## src/rtl/bcd_print_sequencer.sv

```systemverilog
// Sequences the shared binary-to-BCD converter and streams the value as ASCII decimal
// with leading zeros suppressed. Define BCD_PRINT_CRLF_EN to append CR LF after each number.
module bcd_print_sequencer #(
    parameter int CONV_TIMEOUT = 64
) (
    input  logic        clk,
    input  logic        rst,
    input  logic        req_valid,
    input  logic [31:0] req_value,
    output logic        req_ready,
    output logic        conv_start,
    output logic [31:0] conv_binary,
    input  logic [39:0] conv_bcd,
    input  logic        conv_done,
    output logic        tx_valid,
    output logic [7:0]  tx_data,
    input  logic        tx_ready,
    output logic        busy,
    output logic        err
);

    typedef enum logic [2:0] {
        S_IDLE,
        S_START,
        S_WAIT,
`ifdef BCD_PRINT_CRLF_EN
        S_TAIL,
`endif
        S_EMIT
    } state_t;

    state_t      state_q, state_d;
    logic [31:0] conv_binary_q;
    logic [39:0] digits_q;
    logic [3:0]  idx_q;
    logic        one_char_q;
    logic [7:0]  cnt_q;
    logic        err_q;
    logic [3:0]  first_nz;
    logic [3:0]  cur_nib;
    logic        timeout;
    logic        last_char;
    logic        accept;
`ifdef BCD_PRINT_CRLF_EN
    logic        tail_q;
`endif

    assign accept      = req_valid && (state_q == S_IDLE);
    assign timeout     = (cnt_q == 8'(CONV_TIMEOUT - 1)) && !conv_done;
    assign last_char   = one_char_q || (idx_q == 4'd9);
    assign conv_binary = conv_binary_q;
    assign err         = err_q;

    // Digit 0 is the most significant; all-zero results point at the units digit.
    always_comb begin
        first_nz = 4'd9;
        for (int i = 8; i >= 0; i--) begin
            if (conv_bcd[4*(9-i) +: 4] != 4'h0)
                first_nz = 4'(i);
        end
    end

    always_comb begin
        cur_nib = 4'h0;
        for (int i = 0; i < 10; i++) begin
            if (idx_q == 4'(i))
                cur_nib = digits_q[39-4*i -: 4];
        end
    end

    always_ff @(posedge clk or posedge rst) begin
        if (rst)
            state_q <= S_IDLE;
        else
            state_q <= state_d;
    end

    always_comb begin
        state_d    = state_q;
        req_ready  = 1'b0;
        conv_start = 1'b0;
        tx_valid   = 1'b0;
        tx_data    = 8'h00;
        busy       = 1'b1;
        case (state_q)
            S_IDLE: begin
                req_ready = 1'b1;
                busy      = 1'b0;
                if (req_valid)
                    state_d = S_START;
            end
            S_START: begin
                conv_start = 1'b1;
                state_d    = S_WAIT;
            end
            S_WAIT: begin
                if (conv_done || timeout)
                    state_d = S_EMIT;
            end
            S_EMIT: begin
                tx_valid = 1'b1;
                tx_data  = one_char_q ? 8'h3F : (8'h30 + {4'h0, cur_nib});
                if (tx_ready && last_char)
`ifdef BCD_PRINT_CRLF_EN
                    state_d = S_TAIL;
`else
                    state_d = S_IDLE;
`endif
            end
`ifdef BCD_PRINT_CRLF_EN
            S_TAIL: begin
                tx_valid = 1'b1;
                tx_data  = tail_q ? 8'h0A : 8'h0D;
                if (tx_ready && tail_q)
                    state_d = S_IDLE;
            end
`endif
            default: state_d = S_IDLE;
        endcase
    end

    always_ff @(posedge clk or posedge rst) begin
        if (rst) begin
            conv_binary_q <= 32'h0;
            digits_q      <= 40'h0;
            idx_q         <= 4'd0;
            one_char_q    <= 1'b0;
            cnt_q         <= 8'd0;
            err_q         <= 1'b0;
`ifdef BCD_PRINT_CRLF_EN
            tail_q        <= 1'b0;
`endif
        end else begin
            if (accept) begin
                conv_binary_q <= req_value;
                err_q         <= 1'b0;
            end
            case (state_q)
                S_START: begin
                    cnt_q <= 8'd0;
`ifdef BCD_PRINT_CRLF_EN
                    tail_q <= 1'b0;
`endif
                end
                S_WAIT: begin
                    cnt_q <= cnt_q + 8'd1;
                    if (conv_done) begin
                        digits_q   <= conv_bcd;
                        idx_q      <= first_nz;
                        one_char_q <= 1'b0;
                    end else if (timeout) begin
                        err_q      <= 1'b1;
                        one_char_q <= 1'b1;
                    end
                end
                S_EMIT: begin
                    if (tx_ready && !last_char)
                        idx_q <= idx_q + 4'd1;
                end
`ifdef BCD_PRINT_CRLF_EN
                S_TAIL: begin
                    if (tx_ready)
                        tail_q <= 1'b1;
                end
`endif
                default: ;
            endcase
        end
    end

endmodule

```

## config.mk

```make
export PLATFORM = sky130hd
export DESIGN_NAME = bcd_print_sequencer
export DESIGN_NICKNAME = d
export VERILOG_FILES = /design/src/rtl/bcd_print_sequencer.sv
export SDC_FILE = /design/constraint.sdc
export NUM_CORES = 1
export LEC_CHECK = 0
export ABC_CLOCK_PERIOD_IN_PS = 7000
export CAP_MARGIN = 15
export CORE_MARGIN = 2
export CORE_UTILIZATION = 54
export CTS_BUF_LIST = sky130_fd_sc_hd__clkbuf_4
export DETAILED_ROUTE_END_ITERATION = 10
export PLACE_DENSITY = 0.93
export SLEW_MARGIN = 20
export SYNTH_ARGS = -nofsm -noshare
export SYNTH_HDL_FRONTEND = slang
export SYNTH_SLANG_ARGS = --single-unit
export TNS_END_PERCENT = 1
```

## constraint.sdc

```tcl
create_clock -name clk -period 7 [get_ports clk]
set_input_delay 1.75 -clock clk [delete_from_list [all_inputs] [get_ports clk]]
set_output_delay 1.75 -clock clk [all_outputs]
set_load 0.03 [all_outputs]
```

==> out/summary.txt, run 1 <==
DRT iter0 DRCs -> 224
setup ws final -> 2.09 ns
ys async rst share -> 100%
largest net degree at the start of global routing -> 89
leakage -> 2.39 nW
hold_sp -> digits_q[39]$_DFFE_PP0P_
DR vias/cell -> 5.76
synth unique cells -> 55
MaxCap Viol Count -> 0
Worst Path Max Fanout -> 19
Synth Warn # -> 0
r2r setup slk -> 4.28 ns
GRT overflow -> 0
Required @ worst endpoint -> 5.25 ns
Final Cycle Share -> 70.1%
Seq/Total Area, Yosys -> 49.3%
reg-to-reg startpoint -> state_q[0]$_DFFE_PP0P_
post-CTS resize count -> 0
critical path startpoint category -> flop
Hold Path Sink -> digits_q[39]$_DFFE_PP0P_
Post-route DRC -> 0
PortBufs -> 119
nets -> 586
Min-Delay Path Class -> flop to flop
Post-Syn Instances -> 392
utilization after layout -> 71.4%
reg-to-reg endpoint -> idx_q[2]$_DFFE_PP0P_
row count -> 33
post-CTS setup buffers -> 0
vias post-DR -> 3511
outcome -> completed
die width -> 95.0 microns
register bit total from synthesis -> 88
unrepaired setup endpoints after global routing -> no
TritonCTS Buffers -> 9
antenna cell count -> 0
vias in the first global route -> 3589
clk slew on worst S/H paths -> 0.16 ns
post-synth top area cell -> dfrtp_1
CP Capture Type -> output port
clock skew -> 0.0200 ns
global-route wire length before repair -> 17300 microns
Least-Margin Pin Slew -> 0.964 ns
num ports -> 122
syn avg cell area -> 11.4 sq um
kind of critical path -> flop to output port
Rel. slew slack -> 35.5%
Final min period -> 4.91 ns
number of synthesized flops with an enable pin -> 0
CTS Sinks -> 88
initial antenna violation count -> 0
Worst EP arrival -> 3.16 ns
layout cells sized above 1 -> 20.8%
mapped cell area -> 0.00447 sq mm
Initial Util -> 54.9%
highest-count cells in the layout ignoring fill and taps -> clkdlybuf4s50_1, dfrtp_1, mux2_2, a21oi_1, nand2_1
WL/cell -> 17.7 microns
worst vdd ir -> 0.000311 V
Total GRT Usage -> 25.2%
Reg2Reg Depth -> 6
Pwr Density -> 429 mW/mm^2
Die Y -> 95.0 microns
worst slack, placed -> 2.60 ns
most common cell after layout, fill and taps aside -> clkdlybuf4s50_1
DRT Wirelength -> 10800 microns
worst skew pair latency -> 0.45 ns
Most used DFF post-synth -> dfrtp_1
routability cong. -> 0.937
Detailed Place HPWL -> 7990 microns
Achievable Freq -> 204 MHz
Fin Setup TNS -> 0 ns
hold bufs inserted after CTS -> 0
top post-synthesis cells by area -> dfrtp_1, mux2_2, a21oi_1
Core Footprint -> 0.00813 sq mm
die area -> 0.00902 sq mm
clock buffer depth -> 2
post-synth top area share -> 49.3%
DR pass1 iterations -> 4
Antenna Nets Post-Route -> 0
final hold violation count -> 0
CTS tree -> built
final-report setup violation count -> 0
Worst Hold Depth -> 2
area delta synth->final -> 30.0%
Root Driver -> clkbuf_4
Slew Viols, Final -> 0
# H-tree levels -> 3
## cell families after synthesis
logic type      synth area share (%)
mux                             19.6
simple gates                    12.0
fa+ha+maj                       2.52
flops                           49.3
buf+inv                         5.07
other cells                   0.0840
xor+xnor                       0.392
compound gates                  11.1
## synth_stat cells, types with 7 or more instances
cell	count
a21oi_1	27
ha_1	9
dfrtp_1	88
nor2b_1	8
clkbuf_1	7
nor2_1	14
inv_1	16
nand2_1	25
mux2_2	74
o21ai_0	18
## state kept, by name (all words and copies together) (netlist names)
name	cells
digits_q	40
conv_binary	32
cnt_q	8
idx_q	4
state_q	2
err	1
one_char_q	1
## worst max-delay path, stage by stage (launching register included)
cell and delay, ns:
dfrtp_1 0.47, inv_1 0.12, ha_1 0.54, and3b_1 0.42
a211o_1 0.20, o31ai_1 0.09, a21oi_1 0.18, clkdlybuf4s50_1 0.70
## layout make-up
type                    count  area (sq um)
clock inverters             7          88.8
clock buffers               9          67.6
inverters                  17          65.1
fillers                   581          2330
flip-flops and latches     88          2200
repair buffers            121          1210
well taps                 105           131
multi-input cells         263          2040
## stage by stage
step	power (mW)	instance area (sq um)	instances	hold slack, ns
2_1_floorplan	1.75	4470	393	0.450
3_3_place_gp	2.13	5650	594	0.469
3_5_place_dp	2.18	5650	594	0.477
4_1_cts	2.50	5800	610	0.511
5_1_grt	2.64	5810	610	0.549
6_report	2.49	5810	610	0.509
## power by group
part / internal (mW) / switching, mW / total, mW / leakage (nW)
registers: 0.740 / 0.155 / 0.895 / 1.07
logic: 0.607 / 0.673 / 1.28 / 1.24
clock network: 0.118 / 0.196 / 0.313 / 0.0821
total: 1.46 / 1.02 / 2.49 / 2.39
## layer usage
metal	wire length [microns]	track usage (%)	vias to the layer above	part of all wire (%)
li1	-	-	1634	-
met5	0	0	-	0
met1	4470	32.8	1727	41
met4	263	9.06	0	2.4
met2	5370	41.5	126	50
met3	675	5.43	24	6.3
## how the worst max path moves through the flow
stage                    startpoint              endpoint  cells past startpoint
5_1_grt        idx_q[1]$_DFFE_PP0P_            tx_data[3]                      7
3_5_place_dp   idx_q[1]$_DFFE_PP0P_            tx_data[3]                      7
3_3_place_gp   idx_q[1]$_DFFE_PP0P_            tx_data[3]                      7
4_1_cts        idx_q[1]$_DFFE_PP0P_            tx_data[3]                      7
2_1_floorplan                   rst  cnt_q[0]$_DFFE_PP0P_                      1
6_report       idx_q[1]$_DFFE_PP0P_            tx_data[0]                      7
No activity file was read; power rests on OpenSTA's default activity.
==> inputs of run 2 (changes only) <==
- ABC_CLOCK_PERIOD_IN_PS: 7000 -> 4600
- CORE_UTILIZATION: 54 -> 50
- PLACE_DENSITY: 0.93 -> 0.88
- clock period: 7 -> 4.6 ns (I/O delays scaled with it)
==> out/summary.txt, run 2 (synthesized netlist as in run 1, its figures left out) <==
Final min period -> 4.29 ns
Reg2Reg Depth -> 6
Seq pwr share -> 36.1%
num ports -> 122
post-CTS resize count -> 0
utilization after layout -> 67.0%
DR vias/cell -> 5.67
GRT overflow -> 0
Detailed Place HPWL -> 8280 microns
Inst Count DP -> 599
Reg area -> 0.00220 sq mm
layout cells sized above 1 -> 20.9%
routability cong. -> 0.916
cell-internal power -> 2.22 mW
nets -> 588
Filler cells -> 691
Initial Util -> 51.5%
clk slew on worst S/H paths -> 0.15 ns
row count -> 34
Worst EP arrival -> 3.14 ns
clock skew -> 0.0118 ns
Rel. slew slack -> 39.1%
DR pass1 iterations -> 5
unrepaired setup endpoints after global routing -> no
setup ws final -> 0.313 ns
vias in the first global route -> 3608
Slew Viols, Final -> 0
DRT iter0 DRCs -> 281
Min-Delay Path Class -> flop to flop
CTS Sinks -> 88
Fin Setup TNS -> 0 ns
Root Driver -> clkbuf_4
multi-input logic area -> 0.00204 sq mm
global-route wire length before repair -> 17700 microns
highest-count cells in the layout ignoring fill and taps -> clkdlybuf4s50_1, dfrtp_1, mux2_2, a21oi_1, nand2_1
largest net degree at the start of global routing -> 54
area delta synth->final -> 30.1%
Antenna Nets Post-Route -> 0
# H-tree levels -> 3
Final Cycle Share -> 93.2%
Pwr Density -> 647 mW/mm^2
Achievable Freq -> 233 MHz
Cell Chain, Critical Path -> inv_1, ha_1, and3b_1, a211o_1, o31ai_1, a21oi_1, clkdlybuf4s50_1
post-CTS setup buffers -> 0
Die Y -> 98.5 microns
Clock Power Share -> 12.0%
outcome -> completed
kind of critical path -> flop to output port
TritonCTS Buffers -> 9
Core Footprint -> 0.00868 sq mm
worst vdd ir -> 0.000441 V
leakage -> 2.39 nW
Final Cell Area -> 0.00581 sq mm
fin cells -> 615
CP max stage delay -> 0.71 ns
Net Switching -> 1.54 mW
CTS tree -> built
MaxCap Viol Count -> 0
vias post-DR -> 3488
critical path startpoint category -> flop
final hold violation count -> 0
Post-route DRC -> 0
WL/cell -> 17.7 microns
final-report setup violation count -> 0
hold bufs inserted after CTS -> 0
number of flip-flops in the largest register -> 40
Required @ worst endpoint -> 3.45 ns
Worst Hold Depth -> 1
clock buffer depth -> 2
largest register by flop count -> digits_q
worst skew pair latency -> 0.44 ns
most common cell after layout, fill and taps aside -> clkdlybuf4s50_1
die area -> 0.00971 sq mm
DRT Wirelength -> 10900 microns
power share of the combinational group -> 51.9%
CP Capture Type -> output port
Least-Margin Pin Slew -> 0.913 ns
worst slack, placed -> 0.864 ns
Total GRT Usage -> 23.0%
initial antenna violation count -> 0
r2r setup slk -> 2.17 ns
switching share of total power -> 40.9%
die width -> 98.5 microns
crit path max-delay cell type -> clkdlybuf4s50_1
Worst Path Max Fanout -> 19
PortBufs -> 119
Placement Cell Area -> 0.00567 sq mm
antenna cell count -> 0
run 2: cell types whose count changed in the layout (fill, tap and decap cells not counted), sizes merged:
cell	previous run	this run
inv	19	18
clkinv	3	4
buf	2	4
run 2: power by group through the flow:
| stage | sequential [mW] | clock, mW | combinational (mW) |
|---|---|---|---|
| after floorplan | 1.59 | 0 | 1.08 |
| after global placement | 1.35 | 0 | 1.89 |
| after detailed placement | 1.38 | 0 | 1.94 |
| after CTS | 1.36 | 0.462 | 1.96 |
| after global routing | 1.40 | 0.496 | 2.09 |
| final | 1.36 | 0.451 | 1.95 |
run 2: path summary, 6_finish.rpt:
path | startpoint | end
max | idx_q[1]$_DFFE_PP0P_ | tx_data[1]
min | conv_binary[8]$_DFFE_PP0P_ | conv_binary[8]$_DFFE_PP0P_
max reg2reg | idx_q[1]$_DFFE_PP0P_ | state_q[1]$_DFFE_PP0P_
min reg2reg | conv_binary[8]$_DFFE_PP0P_ | conv_binary[8]$_DFFE_PP0P_
max in group asynchronous | rst | digits_q[18]$_DFFE_PP0P_
min in group asynchronous | rst | conv_binary[16]$_DFFE_PP0P_
run 2: stage by stage:
step                total power [mW]  hold WS [ns]
floorplan                       2.67         0.450
global placement                3.24         0.482
detailed placement              3.32         0.492
CTS                             3.77         0.527
global route                    3.98         0.546
finish                          3.76         0.521
run 2: routing by layer:
metal | up-vias | track usage, % | wire (microns)
met5 | - | 0 | 0
met4 | 0 | 8.01 | 238
met3 | 25 | 3.97 | 545
met2 | 129 | 39.0 | 5560
met1 | 1688 | 30.1 | 4550
li1 | 1646 | - | -
run 2: worst max-delay path: cells and delay by family (launching register included):
family,cells,cell delay (ns)
AND/OR/NAND/NOR,1,0.43
adder cells (fa/ha/maj),1,0.53
AO/OA/AOI/OAI,3,0.45
buffers and inverters,2,0.82
flip-flops,1,0.46
run 2: final cells by class:
| type | count | area share (%) |
|---|---|---|
| clock buffer | 9 | 1.16 |
| clock inverter | 7 | 1.36 |
| inverter | 17 | 1.12 |
| multi-input combinational | 263 | 35.1 |
| sequential | 88 | 37.9 |
| tap | 108 | 2.33 |
| timing repair buffer | 123 | 21.0 |
